**config.mk**
```make
export PLATFORM = sky130hd
export DESIGN_NAME = bus_share_arbiter_flat
export DESIGN_NICKNAME = d
export VERILOG_FILES = /design/src/rtl/bus_share_arbiter_if.sv /design/src/rtl/bus_share_arbiter.sv /design/src/flat_wrapper.sv
export SDC_FILE = /design/constraint.sdc
export NUM_CORES = 1
export LEC_CHECK = 0
export CAP_MARGIN = 5
export CELL_PAD_IN_SITES_DETAIL_PLACEMENT = 1
export CELL_PAD_IN_SITES_GLOBAL_PLACEMENT = 1
export CORE_UTILIZATION = 21
export DETAILED_ROUTE_END_ITERATION = 8
export GPL_ROUTABILITY_DRIVEN = 0
export PLACE_DENSITY = 0.84
export SLEW_MARGIN = 40
export SYNTH_ARGS = -nofsm -noshare
export SYNTH_HDL_FRONTEND = slang
export SYNTH_SLANG_ARGS = --single-unit
```
**constraint.sdc**
```tcl
create_clock -name clk -period 1.8 [get_ports clk]
set_input_delay 0.36 -clock clk [delete_from_list [all_inputs] [get_ports clk]]
set_output_delay 0.36 -clock clk [all_outputs]
set_load 0.1 [all_outputs]
```
**src/rtl/bus_share_arbiter_if.sv**
```systemverilog
// Bundles the requester inputs and the shared-bus outputs of the round-robin bus arbiter.
// The master side drives requests and data. The slave side is the arbiter.
interface bus_share_arbiter_if #(
  parameter int SIZE = 16
);
  logic [2:0]      req;
  logic [SIZE-1:0] data0;
  logic [SIZE-1:0] data1;
  logic [SIZE-1:0] data2;
  logic [2:0]      grant;
  logic [1:0]      mux_sel;
  logic            bus_valid;
  logic [SIZE-1:0] bus_data;

  modport master (
    output req, data0, data1, data2,
    input  grant, mux_sel, bus_valid, bus_data
  );

  modport slave (
    input  req, data0, data1, data2,
    output grant, mux_sel, bus_valid, bus_data
  );
endinterface

```
**src/rtl/bus_share_arbiter.sv**
```systemverilog
// Round-robin arbiter sharing one datapath among three requesters, with forced rotation
// after MAX_HOLD cycles under contention; includes the three-way select mux it steers.
module mux #(
  parameter int SIZE   = 16,
  parameter bit IS3WAY = 1
) (
  input  logic [SIZE-1:0] i_in1,
  input  logic [SIZE-1:0] i_in2,
  input  logic [SIZE-1:0] i_in3,
  input  logic [1:0]      i_sel,
  output logic [SIZE-1:0] o_out
);
  // sel 00 -> in1, 10 -> in2, 01 -> in3; 11 is never driven by the arbiter
  always_comb begin
    o_out = i_in1;
    if (i_sel[1]) begin
      o_out = i_in2;
    end else if (IS3WAY && i_sel[0]) begin
      o_out = i_in3;
    end
  end
endmodule

module bus_share_arbiter #(
  parameter int SIZE     = 16,
  parameter int MAX_HOLD = 4
) (
  input  logic          clk,
  input  logic          rst,
  bus_share_arbiter_if.slave bus
);
  localparam logic [3:0] HOLD_LAST = 4'(MAX_HOLD - 1);

  typedef enum logic {S_IDLE, S_OWNED} state_t;

  state_t          r_state;
  logic [2:0]      r_grant;
  logic [1:0]      r_mux_sel;
  logic            r_bus_valid;
  logic [3:0]      r_hold_cnt;
  logic [1:0]      r_last_owner;

  logic [3:0]      w_req4;
  logic [3:0]      w_mask;
  logic [1:0]      w_order [3];
  logic            w_found;
  logic [1:0]      w_winner;
  logic            w_owner_req;
  logic            w_take;
  logic            w_drop;
  logic [SIZE-1:0] w_mux_out;

  function automatic logic [1:0] next3(input logic [1:0] idx);
    return (idx == 2'd2) ? 2'd0 : idx + 2'd1;
  endfunction

  function automatic logic [1:0] sel_enc(input logic [1:0] idx);
    case (idx)
      2'd1:    return 2'b10;
      2'd2:    return 2'b01;
      default: return 2'b00;
    endcase
  endfunction

  // Search order chain: last+1, last+2, last (mod 3)
  generate
    for (genvar gi = 0; gi < 3; gi++) begin : g_order
      if (gi == 0) begin : g_first
        assign w_order[gi] = next3(r_last_owner);
      end else begin : g_rest
        assign w_order[gi] = next3(w_order[gi-1]);
      end
    end
  endgenerate

  // The current owner is masked out; grant is zero while idle so this covers both states
  assign w_req4      = {1'b0, bus.req};
  assign w_mask      = {1'b0, bus.req & ~r_grant};
  assign w_owner_req = w_req4[r_last_owner];

  always_comb begin
    w_found  = 1'b0;
    w_winner = 2'd0;
    for (int i = 2; i >= 0; i--) begin
      if (w_mask[w_order[i]]) begin
        w_found  = 1'b1;
        w_winner = w_order[i];
      end
    end
  end

  assign w_take = w_found &&
                  ((r_state == S_IDLE) || !w_owner_req || (r_hold_cnt == HOLD_LAST));
  assign w_drop = (r_state == S_OWNED) && !w_owner_req && !w_found;

  always_ff @(posedge clk) begin
    if (rst) begin
      r_state      <= S_IDLE;
      r_grant      <= 3'b000;
      r_mux_sel    <= 2'b00;
      r_bus_valid  <= 1'b0;
      r_hold_cnt   <= 4'd0;
      r_last_owner <= 2'd2;
    end else if (w_take) begin
      r_state      <= S_OWNED;
      r_grant      <= 3'b001 << w_winner;
      r_mux_sel    <= sel_enc(w_winner);
      r_bus_valid  <= 1'b1;
      r_hold_cnt   <= 4'd0;
      r_last_owner <= w_winner;
    end else if (w_drop) begin
      r_state     <= S_IDLE;
      r_grant     <= 3'b000;
      r_mux_sel   <= 2'b00;
      r_bus_valid <= 1'b0;
      r_hold_cnt  <= 4'd0;
    end else if (r_state == S_OWNED && r_hold_cnt < HOLD_LAST) begin
      r_hold_cnt <= r_hold_cnt + 4'd1;
    end
  end

  mux #(
    .SIZE   (SIZE),
    .IS3WAY (1'b1)
  ) u_mux (
    .i_in1 (bus.data0),
    .i_in2 (bus.data1),
    .i_in3 (bus.data2),
    .i_sel (r_mux_sel),
    .o_out (w_mux_out)
  );

  assign bus.grant     = r_grant;
  assign bus.mux_sel   = r_mux_sel;
  assign bus.bus_valid = r_bus_valid;
  assign bus.bus_data  = w_mux_out;
endmodule

```
**src/flat_wrapper.sv**
```systemverilog
// flat-port wrapper written by rule: the top's interface ports become plain ports
module bus_share_arbiter_flat 
#(
  parameter int SIZE     = 16,
  parameter int MAX_HOLD = 4
)
  (clk, rst, bus_req, bus_data0, bus_data1, bus_data2, bus_grant, bus_mux_sel, bus_bus_valid, bus_bus_data);
  bus_share_arbiter_if #(.SIZE(SIZE)) bus_i ();
  input  logic clk;
  input  logic rst;
  input wire logic [$bits(bus_i.req)-1:0] bus_req;
  input wire logic [$bits(bus_i.data0)-1:0] bus_data0;
  input wire logic [$bits(bus_i.data1)-1:0] bus_data1;
  input wire logic [$bits(bus_i.data2)-1:0] bus_data2;
  output wire logic [$bits(bus_i.grant)-1:0] bus_grant;
  output wire logic [$bits(bus_i.mux_sel)-1:0] bus_mux_sel;
  output wire logic [$bits(bus_i.bus_valid)-1:0] bus_bus_valid;
  output wire logic [$bits(bus_i.bus_data)-1:0] bus_bus_data;
  assign bus_i.req = bus_req;
  assign bus_i.data0 = bus_data0;
  assign bus_i.data1 = bus_data1;
  assign bus_i.data2 = bus_data2;
  assign bus_grant = bus_i.grant;
  assign bus_mux_sel = bus_i.mux_sel;
  assign bus_bus_valid = bus_i.bus_valid;
  assign bus_bus_data = bus_i.bus_data;
  bus_share_arbiter #(.SIZE(SIZE), .MAX_HOLD(MAX_HOLD)) u_core (.clk(clk), .rst(rst), .bus(bus_i));
endmodule
```
==> run summary <==
status = complete, no violations
Mapped Cells = 116
Yosys cell types = 32
Data required, critical path = 1.44 ns
worst-case clock buffer depth = 2
setup tns final = 0 ns
type of origin of the critical path = register
worst reg-to-reg setup slack = 0.15 ns
wire length per cell = 18.1 microns
CP max stage delay = 0.39 ns
worst setup margin = 0.0688 ns
Fin. Hold Viols = 0
delay-heaviest family, CP = flip-flops
via count = 1173
Initial Utilization = 0.222
Clock transition at path regs = 0.05 ns
DPL Wire Length = 3480 microns
Hold Path Class = register to register
Num CTS Buffers = 3
Critical Path End Type = output port
reg2reg end = u_core.bus.grant[0]$_SDFFE_PP0P_
CTS tree = built
CTS sink cnt = 10
Setup WS pre-CTS = -0.0764 ns
CTS root buffer = clkbuf_8
Area Growth Syn to Fin = 150%
GRT Total Usage = 0.194
DRC Markers = 0
Crit-path slowest cell = dfxtp_4
syn avg cell area = 7.83 sq um
routed vias/inst = 4.81
VDD IR max = 0.000509 V
Seq/Total Area, Yosys = 0.220
input/output buffers = 74
full die area = 4590 sq um
largest net degree at the start of global routing = 19
reg2reg start = u_core.r_hold_cnt[0]$_SDFFE_PP0P_
drt pass-1 iters = 4
clk_lat worst skew = 0.24 ns
Worst-Margin Slew = 0.354 ns
routed wire length = 4420 microns
I/O Pins = 75
hold path startpoint = u_core.r_hold_cnt[3]$_SDFFE_PP0P_
GRT Residual Overflow = 0
Worst Hold Depth = 1
first-pass GRT wire length = 6430 microns
Setup violations, final = 0
setup repair after global routing missed its margin = false
Antenna Cells = 0
relative slew slack = 0.762
total power = 2.19 mW
H-tree levels = 1
CP arrival = 1.37 ns
final worst path period need = 1.73 ns
Worst Hold Path EP = u_core.r_hold_cnt[3]$_SDFFE_PP0P_
Reg2Reg Depth = 5
Mapped Nets = 170
Setup Crit Path Kind = register to output port
Leakage = 0.834 nW
remaining antenna violation count = 0
final setup skew = 0.00176 ns
Final Util = 0.557
Pwr Density = 961 nW/um^2
fin crit share = 0.962
number of global-route vias before repair = 1294
share of layout cells above drive strength 1 = 0.356
die height = 67.8 microns
fillers = 440
FP Rows = 23
post_cts resized = 0
Hold WS = 0.509 ns
crit-path most repeated cell = buf_12
Yosys reg bits = 10
crit path cell chain = buf_12, mux2i_2, o21ai_4, buf_12
Max Fclk = 578 MHz
Iteration-0 DRC Markers = 22
Layout Nets = 249
Core ar. = 4090 sq um
initial antenna violation count = 0
CP max FO = 11
Synthesis Warnings = 0
Final Max Tran Viols = 0
Die X-Extent = 67.8 microns
Post-Syn Area = 908 sq um
Max Cap Viol = 0
sum of buffers and inverters on the critical path = 2
==> area by class of cell <==
cell class | instances | area, sq um | area share
tap | 50 | 62.6 | 0.0275
sequential | 10 | 210 | 0.0924
timing repair buffer | 83 | 1080 | 0.474
multi-input combinational | 91 | 846 | 0.372
clock buffer | 4 | 55.1 | 0.0242
inverter | 6 | 22.5 | 0.00990
==> cells in the mapped netlist <==
cell type | number | share of area
nand2_1 | 19 | 0.079
mux2i_1 | 18 | 0.20
o21ai_0 | 17 | 0.094
dfxtp_1 | 10 | 0.22
inv_1 | 6 | 0.025
clkbuf_1 | 4 | 0.017
nor3b_1 | 4 | 0.033
buf_4 | 3 | 0.025
nor2b_1 | 3 | 0.021
o32ai_1 | 3 | 0.029
a21oi_1 | 2 | 0.011
nand2b_1 | 2 | 0.014
nand3_1 | 2 | 0.011
nor2_1 | 2 | 0.0083
nor3_1 | 2 | 0.011
o211ai_1 | 2 | 0.017
o22ai_1 | 2 | 0.014
a21oi_4 | 1 | 0.018
a22o_1 | 1 | 0.0096
a32oi_1 | 1 | 0.0096
and3b_1 | 1 | 0.0096
buf_2 | 1 | 0.0055
buf_6 | 1 | 0.012
ha_1 | 1 | 0.014
mux2_4 | 1 | 0.017
nor4_2 | 1 | 0.014
o21a_1 | 1 | 0.0083
o22a_1 | 1 | 0.0096
o22a_4 | 1 | 0.019
or2b_2 | 1 | 0.0096
or3b_1 | 1 | 0.0096
xnor2_1 | 1 | 0.0096
==> worst max path at each step <==
stage	slack (ns)	endpoint	from	cells after the start
4_1_cts	0.07	bus_bus_data[1]	u_core.bus.mux_sel[0]$_SDFFE_PP0P_	4
3_5_place_dp	-0.08	u_core.bus.grant[0]$_SDFFE_PP0P_	bus_req[1]	5
5_1_grt	0.02	bus_bus_data[1]	u_core.bus.mux_sel[0]$_SDFFE_PP0P_	4
3_3_place_gp	0.0000002	u_core.bus.grant[0]$_SDFFE_PP0P_	bus_req[1]	5
2_1_floorplan	-0.09	bus_bus_data[0]	u_core.bus.mux_sel[0]$_SDFFE_PP0P_	4
6_report	0.07	bus_bus_data[1]	u_core.bus.mux_sel[0]$_SDFFE_PP0P_	4
==> metrics by stage <==
step           instance area [sq um]  std cells
2_1_floorplan                   1170        116
3_3_place_gp                    2170        237
3_5_place_dp                    2170        237
4_1_cts                         2270        244
5_1_grt                         2270        244
6_report                        2270        244
==> state kept, by name (all words and copies together), names as in the netlist <==
signal               count
u_core.r_last_owner      2
u_core.bus.mux_sel       1
u_core.bus.grant         2
u_core.r_state           1
u_core.r_hold_cnt        4
==> routing by layer <==
layer / share of wire / global-route usage
met5: 0 / 0
met4: 0.013 / 0.0469
met3: 0.12 / 0.0608
met2: 0.50 / 0.371
met1: 0.37 / 0.201
==> repair_timing <==
action / 4_1_cts / 5_1_grt
hold buffers: 0 / 0
buffers inserted: 3 / 0
endpoints found under the setup margin: 5 / 0
==> power by group <==
part / total [mW] / leakage [nW] / switching (mW) / internal (mW)
Sequential: 0.289 / 0.0838 / 0.0424 / 0.247
Clock: 0.293 / 0.0288 / 0.0997 / 0.193
Combinational: 1.60 / 0.722 / 0.956 / 0.648
==> cells in the final DEF (no fill, tap or decap) <==
master / synthesis / final
clkdlybuf4s50_1: 0 / 52
buf_12: 0 / 26
nand2_1: 19 / 19
o21ai_4: 0 / 16
mux2i_2: 0 / 9
mux2i_1: 18 / 9
inv_1: 6 / 6
dfxtp_1: 10 / 6
buf_4: 3 / 5
nor3b_1: 4 / 4
clkbuf_8: 0 / 4
nor2b_1: 3 / 3
o32ai_1: 3 / 3
nand2b_1: 2 / 2
nand3_1: 2 / 2
o22ai_1: 2 / 2
o211ai_1: 2 / 2
a21oi_1: 2 / 2
nor2_1: 2 / 2
nor3_1: 2 / 2
dfxtp_2: 0 / 2
dfxtp_4: 0 / 2
or2b_2: 1 / 1
or3b_1: 1 / 1
a32oi_1: 1 / 1
mux2_4: 1 / 1
and3b_1: 1 / 1
a21oi_4: 1 / 1
o22a_4: 1 / 1
o21ai_0: 17 / 1
a22o_1: 1 / 1
o22a_1: 1 / 1
nor4_2: 1 / 1
xnor2_1: 1 / 1
o21a_1: 1 / 1
ha_1: 1 / 1
==> kinds of logic after synthesis <==
| kind of cell | share of synthesized area |
|---|---|
| simple gates | 0.219 |
| mux | 0.215 |
| fa+ha+maj | 0.0138 |
| compound gates | 0.238 |
| buf+inv | 0.0840 |
| xor+xnor | 0.00964 |
| flops | 0.220 |
No activity file was read; power rests on OpenSTA's default activity.
